File: config.mk
export PLATFORM = sky130hd
export DESIGN_NAME = alu_instr_sequencer_flat
export DESIGN_NICKNAME = d
export VERILOG_FILES = /design/src/rtl/alu_instr_sequencer_if.sv /design/src/rtl/alu_instr_sequencer.sv /design/src/flat_wrapper.sv
export SDC_FILE = /design/constraint.sdc
export NUM_CORES = 1
export LEC_CHECK = 0
export CAP_MARGIN = 20
export CORE_MARGIN = 2
export CORE_UTILIZATION = 24
export DETAILED_ROUTE_END_ITERATION = 12
export DONT_BUFFER_PORTS = 1
export SYNTH_ARGS = -nofsm -noshare
export SYNTH_HDL_FRONTEND = slang
export SYNTH_SLANG_ARGS = --single-unit
File: constraint.sdc
create_clock -name clk -period 2 [get_ports clk]
set_input_delay 0.5 -clock clk [delete_from_list [all_inputs] [get_ports clk]]
set_output_delay 0.5 -clock clk [all_outputs]
set_load 0.02 [all_outputs]
File: src/rtl/alu_instr_sequencer_if.sv
// Handshake and datapath-strobe bundle between the ALU instruction sequencer and its datapath.
// master = sequencer side, slave = datapath/memory side.
interface alu_instr_sequencer_if #(
   parameter int NUM_REGS = 16,
   parameter int OPCODE_W = 5
);
   // Handshakes: mem_ready and alu_done are level "result valid" flags sampled on the
   // rising clock edge while the sequencer is stalled in T1/T4; there is no ready back-pressure.
   logic                run;
   logic [31:0]         ir;
   logic                mem_ready;
   logic                alu_done;

   logic                PCout, MARin, IncPC, PCin, Read, MDRin, MDRout, IRin;
   logic                Yin, ZLOin, ZHIin, ZLowout, ZHighout, LOin, HIin, Cout;
   logic [OPCODE_W-1:0] alu_op;
   logic [NUM_REGS-1:0] rin_sel;
   logic [NUM_REGS-1:0] rout_sel;
   logic                busy;
   logic                halted;
   logic [1:0]          fault;
   logic [3:0]          state_dbg;

   modport master (
      input  run, ir, mem_ready, alu_done,
      output PCout, MARin, IncPC, PCin, Read, MDRin, MDRout, IRin,
             Yin, ZLOin, ZHIin, ZLowout, ZHighout, LOin, HIin, Cout,
             alu_op, rin_sel, rout_sel, busy, halted, fault, state_dbg
   );

   modport slave (
      output run, ir, mem_ready, alu_done,
      input  PCout, MARin, IncPC, PCin, Read, MDRin, MDRout, IRin,
             Yin, ZLOin, ZHIin, ZLowout, ZHighout, LOin, HIin, Cout,
             alu_op, rin_sel, rout_sel, busy, halted, fault, state_dbg
   );
endinterface

File: src/rtl/alu_instr_sequencer.sv
// Moore fetch/decode/execute sequencer for 3-register ALU instructions (mul/div into HI/LO).
// Optional feature macro SEQ_IMM_EN: enables addi/andi/ori, which drive Cout instead of rout_sel[Rc].
module alu_instr_sequencer #(
   parameter int NUM_REGS  = 16,
   parameter int REG_SEL_W = 4,
   parameter int OPCODE_W  = 5,
   parameter int WAIT_MAX  = 15
) (
   input  logic                  clk,
   input  logic                  clr,
   alu_instr_sequencer_if.master bus
);

   localparam int WAIT_W = $clog2(WAIT_MAX + 1);
   localparam logic [WAIT_W-1:0] WAIT_LAST = WAIT_W'(WAIT_MAX - 1);

   localparam logic [OPCODE_W-1:0] OP_ADD = OPCODE_W'(5'b00011);
   localparam logic [OPCODE_W-1:0] OP_SUB = OPCODE_W'(5'b00100);
   localparam logic [OPCODE_W-1:0] OP_SHR = OPCODE_W'(5'b00101);
   localparam logic [OPCODE_W-1:0] OP_SHL = OPCODE_W'(5'b00110);
   localparam logic [OPCODE_W-1:0] OP_ROR = OPCODE_W'(5'b00111);
   localparam logic [OPCODE_W-1:0] OP_ROL = OPCODE_W'(5'b01000);
   localparam logic [OPCODE_W-1:0] OP_AND = OPCODE_W'(5'b01001);
   localparam logic [OPCODE_W-1:0] OP_OR  = OPCODE_W'(5'b01010);
   localparam logic [OPCODE_W-1:0] OP_MUL = OPCODE_W'(5'b01110);
   localparam logic [OPCODE_W-1:0] OP_DIV = OPCODE_W'(5'b01111);
   localparam logic [OPCODE_W-1:0] OP_NEG = OPCODE_W'(5'b10000);
   localparam logic [OPCODE_W-1:0] OP_NOT = OPCODE_W'(5'b10001);
`ifdef SEQ_IMM_EN
   localparam logic [OPCODE_W-1:0] OP_ADDI = OPCODE_W'(5'b11000);
   localparam logic [OPCODE_W-1:0] OP_ANDI = OPCODE_W'(5'b11001);
   localparam logic [OPCODE_W-1:0] OP_ORI  = OPCODE_W'(5'b11010);
`endif

   typedef enum logic [3:0] {
      S_IDLE, S_T0, S_T1, S_T2, S_T3, S_T4, S_T5, S_T6, S_HALT
   } state_t;

   state_t              state;
   logic [WAIT_W-1:0]   wait_cnt;
   logic [1:0]          fault_q;

   logic [OPCODE_W-1:0]  op;
   logic [REG_SEL_W-1:0] ra, rb, rc;
   logic                 op_legal;
   logic                 op_muldiv;
   logic [OPCODE_W-1:0]  alu_sel;
   logic                 unused_ir;

   assign op        = bus.ir[31 -: OPCODE_W];
   assign ra        = bus.ir[31-OPCODE_W -: REG_SEL_W];
   assign rb        = bus.ir[31-OPCODE_W-REG_SEL_W -: REG_SEL_W];
   assign rc        = bus.ir[31-OPCODE_W-2*REG_SEL_W -: REG_SEL_W];
   assign unused_ir = ^bus.ir[31-OPCODE_W-3*REG_SEL_W:0];
   assign op_muldiv = (op == OP_MUL) || (op == OP_DIV);

`ifdef SEQ_IMM_EN
   logic op_imm;
   assign op_imm = (op == OP_ADDI) || (op == OP_ANDI) || (op == OP_ORI);
`endif

   // Immediate forms reuse the ALU code of their register counterpart.
   always_comb begin
      op_legal = 1'b0;
      alu_sel  = op;
      case (op)
         OP_ADD, OP_SUB, OP_SHR, OP_SHL, OP_ROR, OP_ROL, OP_AND, OP_OR,
         OP_MUL, OP_DIV, OP_NEG, OP_NOT: op_legal = 1'b1;
`ifdef SEQ_IMM_EN
         OP_ADDI: begin op_legal = 1'b1; alu_sel = OP_ADD; end
         OP_ANDI: begin op_legal = 1'b1; alu_sel = OP_AND; end
         OP_ORI:  begin op_legal = 1'b1; alu_sel = OP_OR;  end
`endif
         default: op_legal = 1'b0;
      endcase
   end

   always_ff @(posedge clk or posedge clr) begin
      if (clr) begin
         state    <= S_IDLE;
         wait_cnt <= '0;
         fault_q  <= 2'b00;
      end else begin
         case (state)
            S_IDLE: if (bus.run) state <= S_T0;
            S_T0: begin
               state    <= S_T1;
               wait_cnt <= '0;
            end
            // A ready arriving on the last allowed stall cycle still completes the fetch.
            S_T1: begin
               if (bus.mem_ready) begin
                  state <= S_T2;
               end else if (wait_cnt == WAIT_LAST) begin
                  state   <= S_HALT;
                  fault_q <= 2'b10;
               end else begin
                  wait_cnt <= wait_cnt + 1'b1;
               end
            end
            S_T2: state <= S_T3;
            S_T3: begin
               if (!op_legal) begin
                  state   <= S_HALT;
                  fault_q <= 2'b01;
               end else begin
                  state    <= S_T4;
                  wait_cnt <= '0;
               end
            end
            S_T4: begin
               if (!op_muldiv || bus.alu_done) begin
                  state <= S_T5;
               end else if (wait_cnt == WAIT_LAST) begin
                  state   <= S_HALT;
                  fault_q <= 2'b11;
               end else begin
                  wait_cnt <= wait_cnt + 1'b1;
               end
            end
            S_T5: begin
               if (op_muldiv)    state <= S_T6;
               else if (bus.run) state <= S_T0;
               else              state <= S_IDLE;
            end
            S_T6:   state <= bus.run ? S_T0 : S_IDLE;
            S_HALT: state <= S_HALT;
            default: state <= S_IDLE;
         endcase
      end
   end

   // Strobes decode from the registered state plus the live IR, so the register selects
   // track whatever IRin loaded during T2.
   always_comb begin
      bus.PCout    = 1'b0;
      bus.MARin    = 1'b0;
      bus.IncPC    = 1'b0;
      bus.PCin     = 1'b0;
      bus.Read     = 1'b0;
      bus.MDRin    = 1'b0;
      bus.MDRout   = 1'b0;
      bus.IRin     = 1'b0;
      bus.Yin      = 1'b0;
      bus.ZLOin    = 1'b0;
      bus.ZHIin    = 1'b0;
      bus.ZLowout  = 1'b0;
      bus.ZHighout = 1'b0;
      bus.LOin     = 1'b0;
      bus.HIin     = 1'b0;
      bus.Cout     = 1'b0;
      bus.alu_op   = '0;
      bus.rin_sel  = '0;
      bus.rout_sel = '0;
      case (state)
         S_T0: begin
            bus.PCout = 1'b1;
            bus.MARin = 1'b1;
            bus.IncPC = 1'b1;
            bus.ZLOin = 1'b1;
         end
         S_T1: begin
            bus.ZLowout = 1'b1;
            bus.PCin    = 1'b1;
            bus.Read    = 1'b1;
            bus.MDRin   = 1'b1;
         end
         S_T2: begin
            bus.MDRout = 1'b1;
            bus.IRin   = 1'b1;
         end
         S_T3: begin
            bus.rout_sel[rb] = 1'b1;
            bus.Yin          = 1'b1;
         end
         S_T4: begin
            bus.ZLOin  = 1'b1;
            bus.ZHIin  = op_muldiv;
            bus.alu_op = alu_sel;
`ifdef SEQ_IMM_EN
            if (op_imm) bus.Cout = 1'b1;
            else        bus.rout_sel[rc] = 1'b1;
`else
            bus.rout_sel[rc] = 1'b1;
`endif
         end
         S_T5: begin
            bus.ZLowout = 1'b1;
            if (op_muldiv) bus.LOin = 1'b1;
            else           bus.rin_sel[ra] = 1'b1;
         end
         S_T6: begin
            bus.ZHighout = 1'b1;
            bus.HIin     = 1'b1;
         end
         default: ;
      endcase
   end

   assign bus.busy      = (state != S_IDLE) && (state != S_HALT);
   assign bus.halted    = (state == S_HALT);
   assign bus.fault     = fault_q;
   assign bus.state_dbg = state;

endmodule

File: src/flat_wrapper.sv
// flat-port wrapper written by rule: the top's interface ports become plain ports
module alu_instr_sequencer_flat 
#(
   parameter int NUM_REGS  = 16,
   parameter int REG_SEL_W = 4,
   parameter int OPCODE_W  = 5,
   parameter int WAIT_MAX  = 15
)
  (clk, clr, bus_run, bus_ir, bus_mem_ready, bus_alu_done, bus_PCout, bus_MARin, bus_IncPC, bus_PCin, bus_Read, bus_MDRin, bus_MDRout, bus_IRin, bus_Yin, bus_ZLOin, bus_ZHIin, bus_ZLowout, bus_ZHighout, bus_LOin, bus_HIin, bus_Cout, bus_alu_op, bus_rin_sel, bus_rout_sel, bus_busy, bus_halted, bus_fault, bus_state_dbg);
  alu_instr_sequencer_if #(.NUM_REGS(NUM_REGS), .OPCODE_W(OPCODE_W)) bus_i ();
  input  logic clk;
  input  logic clr;
  input wire logic [$bits(bus_i.run)-1:0] bus_run;
  input wire logic [$bits(bus_i.ir)-1:0] bus_ir;
  input wire logic [$bits(bus_i.mem_ready)-1:0] bus_mem_ready;
  input wire logic [$bits(bus_i.alu_done)-1:0] bus_alu_done;
  output wire logic [$bits(bus_i.PCout)-1:0] bus_PCout;
  output wire logic [$bits(bus_i.MARin)-1:0] bus_MARin;
  output wire logic [$bits(bus_i.IncPC)-1:0] bus_IncPC;
  output wire logic [$bits(bus_i.PCin)-1:0] bus_PCin;
  output wire logic [$bits(bus_i.Read)-1:0] bus_Read;
  output wire logic [$bits(bus_i.MDRin)-1:0] bus_MDRin;
  output wire logic [$bits(bus_i.MDRout)-1:0] bus_MDRout;
  output wire logic [$bits(bus_i.IRin)-1:0] bus_IRin;
  output wire logic [$bits(bus_i.Yin)-1:0] bus_Yin;
  output wire logic [$bits(bus_i.ZLOin)-1:0] bus_ZLOin;
  output wire logic [$bits(bus_i.ZHIin)-1:0] bus_ZHIin;
  output wire logic [$bits(bus_i.ZLowout)-1:0] bus_ZLowout;
  output wire logic [$bits(bus_i.ZHighout)-1:0] bus_ZHighout;
  output wire logic [$bits(bus_i.LOin)-1:0] bus_LOin;
  output wire logic [$bits(bus_i.HIin)-1:0] bus_HIin;
  output wire logic [$bits(bus_i.Cout)-1:0] bus_Cout;
  output wire logic [$bits(bus_i.alu_op)-1:0] bus_alu_op;
  output wire logic [$bits(bus_i.rin_sel)-1:0] bus_rin_sel;
  output wire logic [$bits(bus_i.rout_sel)-1:0] bus_rout_sel;
  output wire logic [$bits(bus_i.busy)-1:0] bus_busy;
  output wire logic [$bits(bus_i.halted)-1:0] bus_halted;
  output wire logic [$bits(bus_i.fault)-1:0] bus_fault;
  output wire logic [$bits(bus_i.state_dbg)-1:0] bus_state_dbg;
  assign bus_i.run = bus_run;
  assign bus_i.ir = bus_ir;
  assign bus_i.mem_ready = bus_mem_ready;
  assign bus_i.alu_done = bus_alu_done;
  assign bus_PCout = bus_i.PCout;
  assign bus_MARin = bus_i.MARin;
  assign bus_IncPC = bus_i.IncPC;
  assign bus_PCin = bus_i.PCin;
  assign bus_Read = bus_i.Read;
  assign bus_MDRin = bus_i.MDRin;
  assign bus_MDRout = bus_i.MDRout;
  assign bus_IRin = bus_i.IRin;
  assign bus_Yin = bus_i.Yin;
  assign bus_ZLOin = bus_i.ZLOin;
  assign bus_ZHIin = bus_i.ZHIin;
  assign bus_ZLowout = bus_i.ZLowout;
  assign bus_ZHighout = bus_i.ZHighout;
  assign bus_LOin = bus_i.LOin;
  assign bus_HIin = bus_i.HIin;
  assign bus_Cout = bus_i.Cout;
  assign bus_alu_op = bus_i.alu_op;
  assign bus_rin_sel = bus_i.rin_sel;
  assign bus_rout_sel = bus_i.rout_sel;
  assign bus_busy = bus_i.busy;
  assign bus_halted = bus_i.halted;
  assign bus_fault = bus_i.fault;
  assign bus_state_dbg = bus_i.state_dbg;
  alu_instr_sequencer #(.NUM_REGS(NUM_REGS), .REG_SEL_W(REG_SEL_W), .OPCODE_W(OPCODE_W), .WAIT_MAX(WAIT_MAX)) u_core (.clk(clk), .clr(clr), .bus(bus_i));
endmodule
; Yosys cells after proc, flatten, opt, wreduce, memory -nomap -nowiden
; Memory sizes are Yosys's and may differ from the RTL's.
; Index checks and enable logic that the tools add are counted.
[word_totals]
reg_bits = 10
rom_bits = 32
inputBits = 37
output_inout_bits = 61
elab_cells = 84
memories = 1
[mem_list]
columns = memory, depth, word_bits, rd, rd_ports_with_merged_regs, write_ports, line_no
row1 = (name not given), 32, 1, 1, 0, 0, alu_instr_sequencer.sv:66  ; case (op)
[op_classes]
n_addsub = 1
magnitude_cmp = 6
n_eq_ne = 19
n_mux = 39
n_reduce_logical = 15
[op_table]
columns = cell, count
row1 = two-way mux 4 bit, 10
row2 = case mux 4 bit (9 select lines), 1
row3 = two-way mux 16 bit, 2
row4 = case mux 16 bit (2 select lines), 1
row5 = "equality test 4 x 3 -> 1 bit, second input constant", 4
row6 = case mux 4 bit (4 select lines), 1
row7 = "< comparator 4 x 5 -> 1 bit, second input constant", 3
row8 = two-way mux 1 bit, 14
row9 = demux 1 bit (select 4 bit), 3
row10 = "greater-or-equal comparator 4 x 1 -> 1 bit, second input constant", 3
row11 = "equality test 5 x 4 -> 1 bit, second input constant", 2
row12 = two-way mux 2 bit, 5
row13 = "equality test 4 x 2 -> 1 bit, second input constant", 2
row14 = "equality test 4 bit, second input constant", 2
row15 = "!= test 2 bit, second input constant", 4
row16 = nonzero test 4 bit, 2
row17 = "!= test 2 x 1 -> 1 bit, second input constant", 3
row18 = case mux 2 bit (3 select lines), 1
row19 = AND reduction 6 bit, 1
row20 = two-way mux 5 bit, 1
row21 = "adder 4 x 1 -> 4 bit, second input constant", 1
row22 = "equality test 4 x 1 -> 1 bit, second input constant", 1
row23 = logical AND 1 bit, 4
row24 = zero test 4 bit, 1
row25 = other kinds (6), 8

; Longest topological paths before layout
; Gate-level depths: netlist of the first run.
[depth]
word_depth = 6
ltp_mapped = 7
depth_no_buf = 7

; Worst setup path after synthesis of the first run
; OpenSTA, ideal clock, no wires.
[synth_path]
path_kind = register to output
from = reg u_core.state[2] (netlist: u_core.bus.state_dbg[2])
to = out bus_rout_sel[0]
arrival_time_ps = 1907
required_time_ps = 1500
path_slack_ps = -407
path_stages_with_launch = 6
n_path_buf = 1
cell_sequence = dfrtp_1 > buf_2 > nand2b_1 > or3_1 > or3_1 > o22ai_1
[synth_via]
elab_chain_cells = 2
elab_cells_between_ends = 3
classes_between = 2 x eq/ne / 1 x mux
[synth_rtl]
columns = item, line_no
row1 = start: declaration, alu_instr_sequencer.sv:39  ; state_t state;
row2 = start signal: assignment, alu_instr_sequencer.sv:126  ; S_T6: state <= bus.run ? S_T0 : S_IDLE;
row3 = equality test 4 x 3 -> 1 bit, alu_instr_sequencer.sv:155  ; case (state)
row4 = case mux 16 bit (2 select lines) (*), alu_instr_sequencer.sv:155
row5 = end: declaration, flat_wrapper.sv:35  ; output wire logic [$bits(bus_i.rout_sel)-1:0] bus_rout_sel;
; Every way passes the cells marked *; elsewhere a longest branch is shown, timed or not.

; Worst setup path after layout of the first run
[layout_path]
from = reg u_core.state[0] (netlist: u_core.bus.state_dbg[0])
to = out bus_rout_sel[4]
; Same word-level chain as after synthesis.

==> results of run 1 <==
==> metrics by stage <==
stage	utilization, %	setup TNS [ns]	cell area, sq um	total power [mW]	setup WS [ns]
floorplan	-	-1.98	1570	1.38	-0.162
global placement	35.3	-0.209	1800	1.66	-0.0483
detailed placement	35.3	-0.241	1800	1.67	-0.0515
CTS	42.8	-6.49	2180	2.25	-0.293
global route	46.9	-7.56	2390	2.69	-0.323
finish	46.9	-5.05	2390	2.53	-0.274
==> state kept, by name (all words and copies together), names as in the netlist <==
| name | count |
|---|---|
| u_core.bus.fault | 2 |
| u_core.wait_cnt | 4 |
| u_core.bus.state_dbg | 4 |
==> how the worst max path moves through the flow <==
stage,from,endpoint,slack [ns]
finish,u_core.bus.state_dbg[0]$_DFFE_PP0P_,bus_rout_sel[4],-0.27
global route,u_core.bus.state_dbg[0]$_DFFE_PP0P_,bus_rout_sel[4],-0.32
global placement,u_core.bus.state_dbg[0]$_DFFE_PP0P_,bus_rout_sel[0],-0.05
detailed placement,u_core.bus.state_dbg[0]$_DFFE_PP0P_,bus_rout_sel[0],-0.05
floorplan,u_core.bus.state_dbg[2]$_DFFE_PP0P_,bus_rout_sel[11],-0.16
CTS,u_core.bus.state_dbg[0]$_DFFE_PP0P_,bus_rout_sel[8],-0.29
==> worst register-to-register path: stages, from the launching register on <==
cell and delay [ns]:
dfrtp_2 0.40, buf_4 0.14, buf_8 0.13, or4b_4 0.56
o21ai_4 0.09, o211ai_4 0.10, or2_4 0.28, buf_6 0.13
o31ai_4 0.15
==> cells in the final DEF (no fill, tap or decap), types with 2 or more instances in the layout <==
cell / instances
nand2_4: 3
inv_4: 2
o22ai_4: 16
nand2b_4: 3
buf_6: 14
nand3_1: 6
dfrtp_1: 6
nor2_4: 21
nor2b_1: 2
nor2_1: 13
nor3_1: 3
xnor2_1: 2
or3_4: 4
nand3_4: 2
o21ai_2: 2
o31ai_4: 3
nand3b_1: 4
nand2b_1: 6
clkbuf_8: 4
o211ai_1: 2
dfrtp_2: 4
or2_2: 2
o21ai_1: 2
or2_4: 2
ha_1: 2
inv_1: 5
a21oi_1: 2
o21ai_0: 3
a32oi_1: 2
or3b_4: 2
nand2_1: 6
nor3_4: 2
buf_4: 38
and2_4: 5
==> routing by layer <==
metal | global-route usage, % | share of wire, % | up-vias
li1 | - | - | 732
met1 | 19.4 | 39 | 729
met4 | 4.00 | 1.7 | 0
met3 | 4.24 | 6.1 | 11
met2 | 28.9 | 53 | 51
met5 | 0 | 0 | -
==> power by group through the flow <==
stage | sequential (mW) | combinational [mW] | clock, mW
detailed placement | 0.370 | 1.31 | 0
finish | 0.375 | 1.89 | 0.265
CTS | 0.367 | 1.61 | 0.272
floorplan | 0.395 | 0.980 | 0
global route | 0.386 | 2.02 | 0.287
global placement | 0.369 | 1.29 | 0
==> kinds of logic (layout without fill, tap and decap cells) <==
logic type	count (synthesis)	count (layout)	share of synthesized area [%]
and+or+nand+nor	97	97	41.7
DFF	10	10	19.7
muxes	1	1	0.787
buffers and inverters	20	64	8.76
xor gates and xnor gates	2	2	1.38
other	1	1	0.295
AOI/OAI and AO/OA	44	44	25.4
adders and majority gates	2	2	1.97
==> synth_stat cells (all sizes together) (6+ instances only) <==
cell type,count,area [sq um]
and2,6,37.5
nor3,6,35.0
o21ai,8,43.8
inv,7,26.3
buf,9,68.8
nand3,9,45.0
nor2,34,128
nand2b,9,56.3
o22ai,16,100
dfrtp,10,250
nand2,10,37.5
==> cell type report <==
type                            instances  area (sq um)
Inverter                                7          31.3
Sequential cell                        10           255
Timing Repair Buffer                   53           458
Multi-Input combinational cell        147          1510
Tap cell                               70          87.6
Clock buffer                            4          55.1
Fill cell                             497          2710
==> what timing repair did <==
item                                    4_1_cts  5_1_grt
buffers inserted                             12        9
hold endpoints to repair                      0        0
resized for setup                            57       34
pin swaps                                    32       27
endpoints found under the setup margin       45       51
==> flow_results.xml, run 1 <==
<?xml version="1.0" encoding="UTF-8"?>
<metrics>
  <group name="outcome">
    <metric name="outcome" unit="">complete, but fails checks</metric>
    <metric name="failed_checks" unit="">setup timing</metric>
  </group>
  <group name="floorplanning">
    <metric name="core_area" unit="sq um">5110</metric>
    <metric name="floorplan.initialDensity" unit="%">24.9</metric>
    <metric name="die_h" unit="um">76.8</metric>
    <metric name="num_rows" unit="">26</metric>
    <metric name="ios" unit="">98</metric>
    <metric name="die_area" unit="sq um">5900</metric>
    <metric name="fp.dieW" unit="um">76.8</metric>
  </group>
  <group name="clock_tree">
    <metric name="clock_path_buffers" unit="">2</metric>
    <metric name="numClockSinks" unit="">10</metric>
    <metric name="cts.root.buffer_cell" unit="">clkbuf_8</metric>
    <metric name="worst_skew_pair.late_latency" unit="ns">0.25</metric>
    <metric name="cts_inserted_buffers" unit="">3</metric>
    <metric name="cts_max_level" unit="">1</metric>
    <metric name="ctsHoldBuffers" unit="">0</metric>
    <metric name="path_clk_slew" unit="ns">0.05</metric>
    <metric name="cts_tree" unit="">yes</metric>
  </group>
  <group name="setup_path">
    <metric name="r2r-start" unit="">u_core.bus.state_dbg[0]$_DFFE_PP0P_</metric>
    <metric name="setup.worst_path.end_class" unit="">output port</metric>
    <metric name="timing.critical_path.max_delay_family" unit="">simple AND/OR/NAND/NOR gates</metric>
    <metric name="crit_cells" unit="">4</metric>
    <metric name="crit-reg2reg-capture" unit="">u_core.wait_cnt[1]$_DFFE_PP0P_</metric>
    <metric name="worst-path-max-fanout" unit="">4</metric>
    <metric name="reg_to_reg_slack_setup" unit="ns">-0.05</metric>
    <metric name="slowest_delay" unit="ns">0.41</metric>
    <metric name="criticalPathCategory" unit="">flip-flop to output port</metric>
    <metric name="arrival" unit="ns">1.77</metric>
    <metric name="crit_chain" unit="">nand2b_4 -&gt; or3_4 -&gt; or3_4 -&gt; o22ai_4</metric>
    <metric name="startpoint_type" unit="">flip-flop</metric>
    <metric name="ff2ff_path_depth" unit="">8</metric>
    <metric name="critPathSlowestCell" unit="">or3_4</metric>
    <metric name="cp_common_cell" unit="">or3_4</metric>
    <metric name="critical_path.n_buffers_inverters" unit="">0</metric>
    <metric name="crit_required" unit="ns">1.50</metric>
  </group>
  <group name="logic_synthesis">
    <metric name="synth_area_per_cell" unit="sq um">7.18</metric>
    <metric name="yosys.cell_types.count" unit="">47</metric>
    <metric name="syn_nets" unit="">216</metric>
    <metric name="synth_sequential_area_ratio" unit="%">19.7</metric>
    <metric name="postSynth.topFlopCell" unit="">dfrtp_1</metric>
    <metric name="yosys_warnings" unit="">0</metric>
    <metric name="count_of_flip_flops_with_a_built_in_enable_after_synthesis" unit="">0</metric>
    <metric name="syn_area" unit="sq um">1270</metric>
    <metric name="netlist_instances" unit="">177</metric>
    <metric name="number_of_synthesized_register_bits" unit="">10</metric>
    <metric name="synthArstFlopShare" unit="%">100</metric>
  </group>
  <group name="grt">
    <metric name="grt_antenna_before_repair" unit="">0</metric>
    <metric name="grt_first_pass_wirelength" unit="um">7900</metric>
    <metric name="first_global_vias" unit="">1542</metric>
    <metric name="grt_overflow" unit="">0</metric>
    <metric name="grt_start_max_net_pins" unit="">11</metric>
    <metric name="grt_util_all_layers" unit="%">16.3</metric>
  </group>
  <group name="sta">
    <metric name="final_cycle_share" unit="%">114</metric>
    <metric name="report.final.setup_viol" unit="">34</metric>
    <metric name="final_max_slew_viol_count" unit="">0</metric>
    <metric name="hold_slack" unit="ns">0.139</metric>
    <metric name="finalWorstPathRequiredPeriod" unit="ns">2.27</metric>
    <metric name="timing.final.hold_violations" unit="">0</metric>
    <metric name="max_frequency" unit="MHz">440</metric>
    <metric name="final_critical_path_setup_slack" unit="ns">-0.274</metric>
    <metric name="rsz_0062_raised_after_global_routing" unit="">true</metric>
    <metric name="final_worst_clock_skew" unit="ns">0.00700</metric>
  </group>
  <group name="placed_design">
    <metric name="dp_cells" unit="">266</metric>
    <metric name="gp_congestion" unit="">0.860</metric>
    <metric name="detailed_place_hpwl" unit="um">3560</metric>
    <metric name="placement.io_buffers" unit="">0</metric>
  </group>
  <group name="power">
    <metric name="vdd.ir_drop.worst" unit="mV">0.807</metric>
    <metric name="comb_power_share" unit="%">74.7</metric>
    <metric name="clockPowerShare" unit="%">10.5</metric>
    <metric name="sw_frac_of_total" unit="%">48.6</metric>
    <metric name="pwr_density_cell" unit="nW/um^2">1060</metric>
    <metric name="power.sequential.fraction" unit="%">14.8</metric>
    <metric name="total_leakage_power" unit="nW">0.812</metric>
    <metric name="total_switching_power" unit="mW">1.23</metric>
    <metric name="internal_power" unit="mW">1.30</metric>
  </group>
  <group name="routing">
    <metric name="drc_violation_count_after_routing" unit="">0</metric>
    <metric name="drt_wl_total" unit="um">4990</metric>
    <metric name="final_antenna_net_count" unit="">0</metric>
    <metric name="drt_iter0_drc" unit="">60</metric>
    <metric name="drtPass1Iterations" unit="">4</metric>
    <metric name="routedWlPerCell" unit="um">17.2</metric>
    <metric name="number_of_vias_per_cell" unit="">5.23</metric>
    <metric name="via_count" unit="">1523</metric>
  </group>
  <group name="min_path">
    <metric name="hold_class" unit="">primary input to async pin</metric>
  </group>
  <group name="layout">
    <metric name="cell_count_final_fillers_out" unit="">291</metric>
    <metric name="num_antenna_cells" unit="">0</metric>
    <metric name="layout-drive-gt1-share" unit="%">63.8</metric>
    <metric name="nNetsFinal" unit="">261</metric>
    <metric name="area.growth.synth_to_final" unit="%">88.3</metric>
  </group>
  <group name="job">
    <metric name="drv.max_cap_violation_count" unit="">0</metric>
  </group>
</metrics>
Note: power is estimated with default switching activity, not from simulation.
==> inputs of run 2 (changes only) <==
--- a/config.mk
+++ b/config.mk
@@ -8,6 +8,7 @@
 export CAP_MARGIN = 20
 export CORE_MARGIN = 2
 export CORE_UTILIZATION = 24
+export CTS_CLUSTER_DIAMETER = 80
 export DETAILED_ROUTE_END_ITERATION = 12
 export DONT_BUFFER_PORTS = 1
 export SYNTH_ARGS = -nofsm -noshare
==> results of run 2 <==
No change in the layout: final DEF, timing and power equal those of run 1.
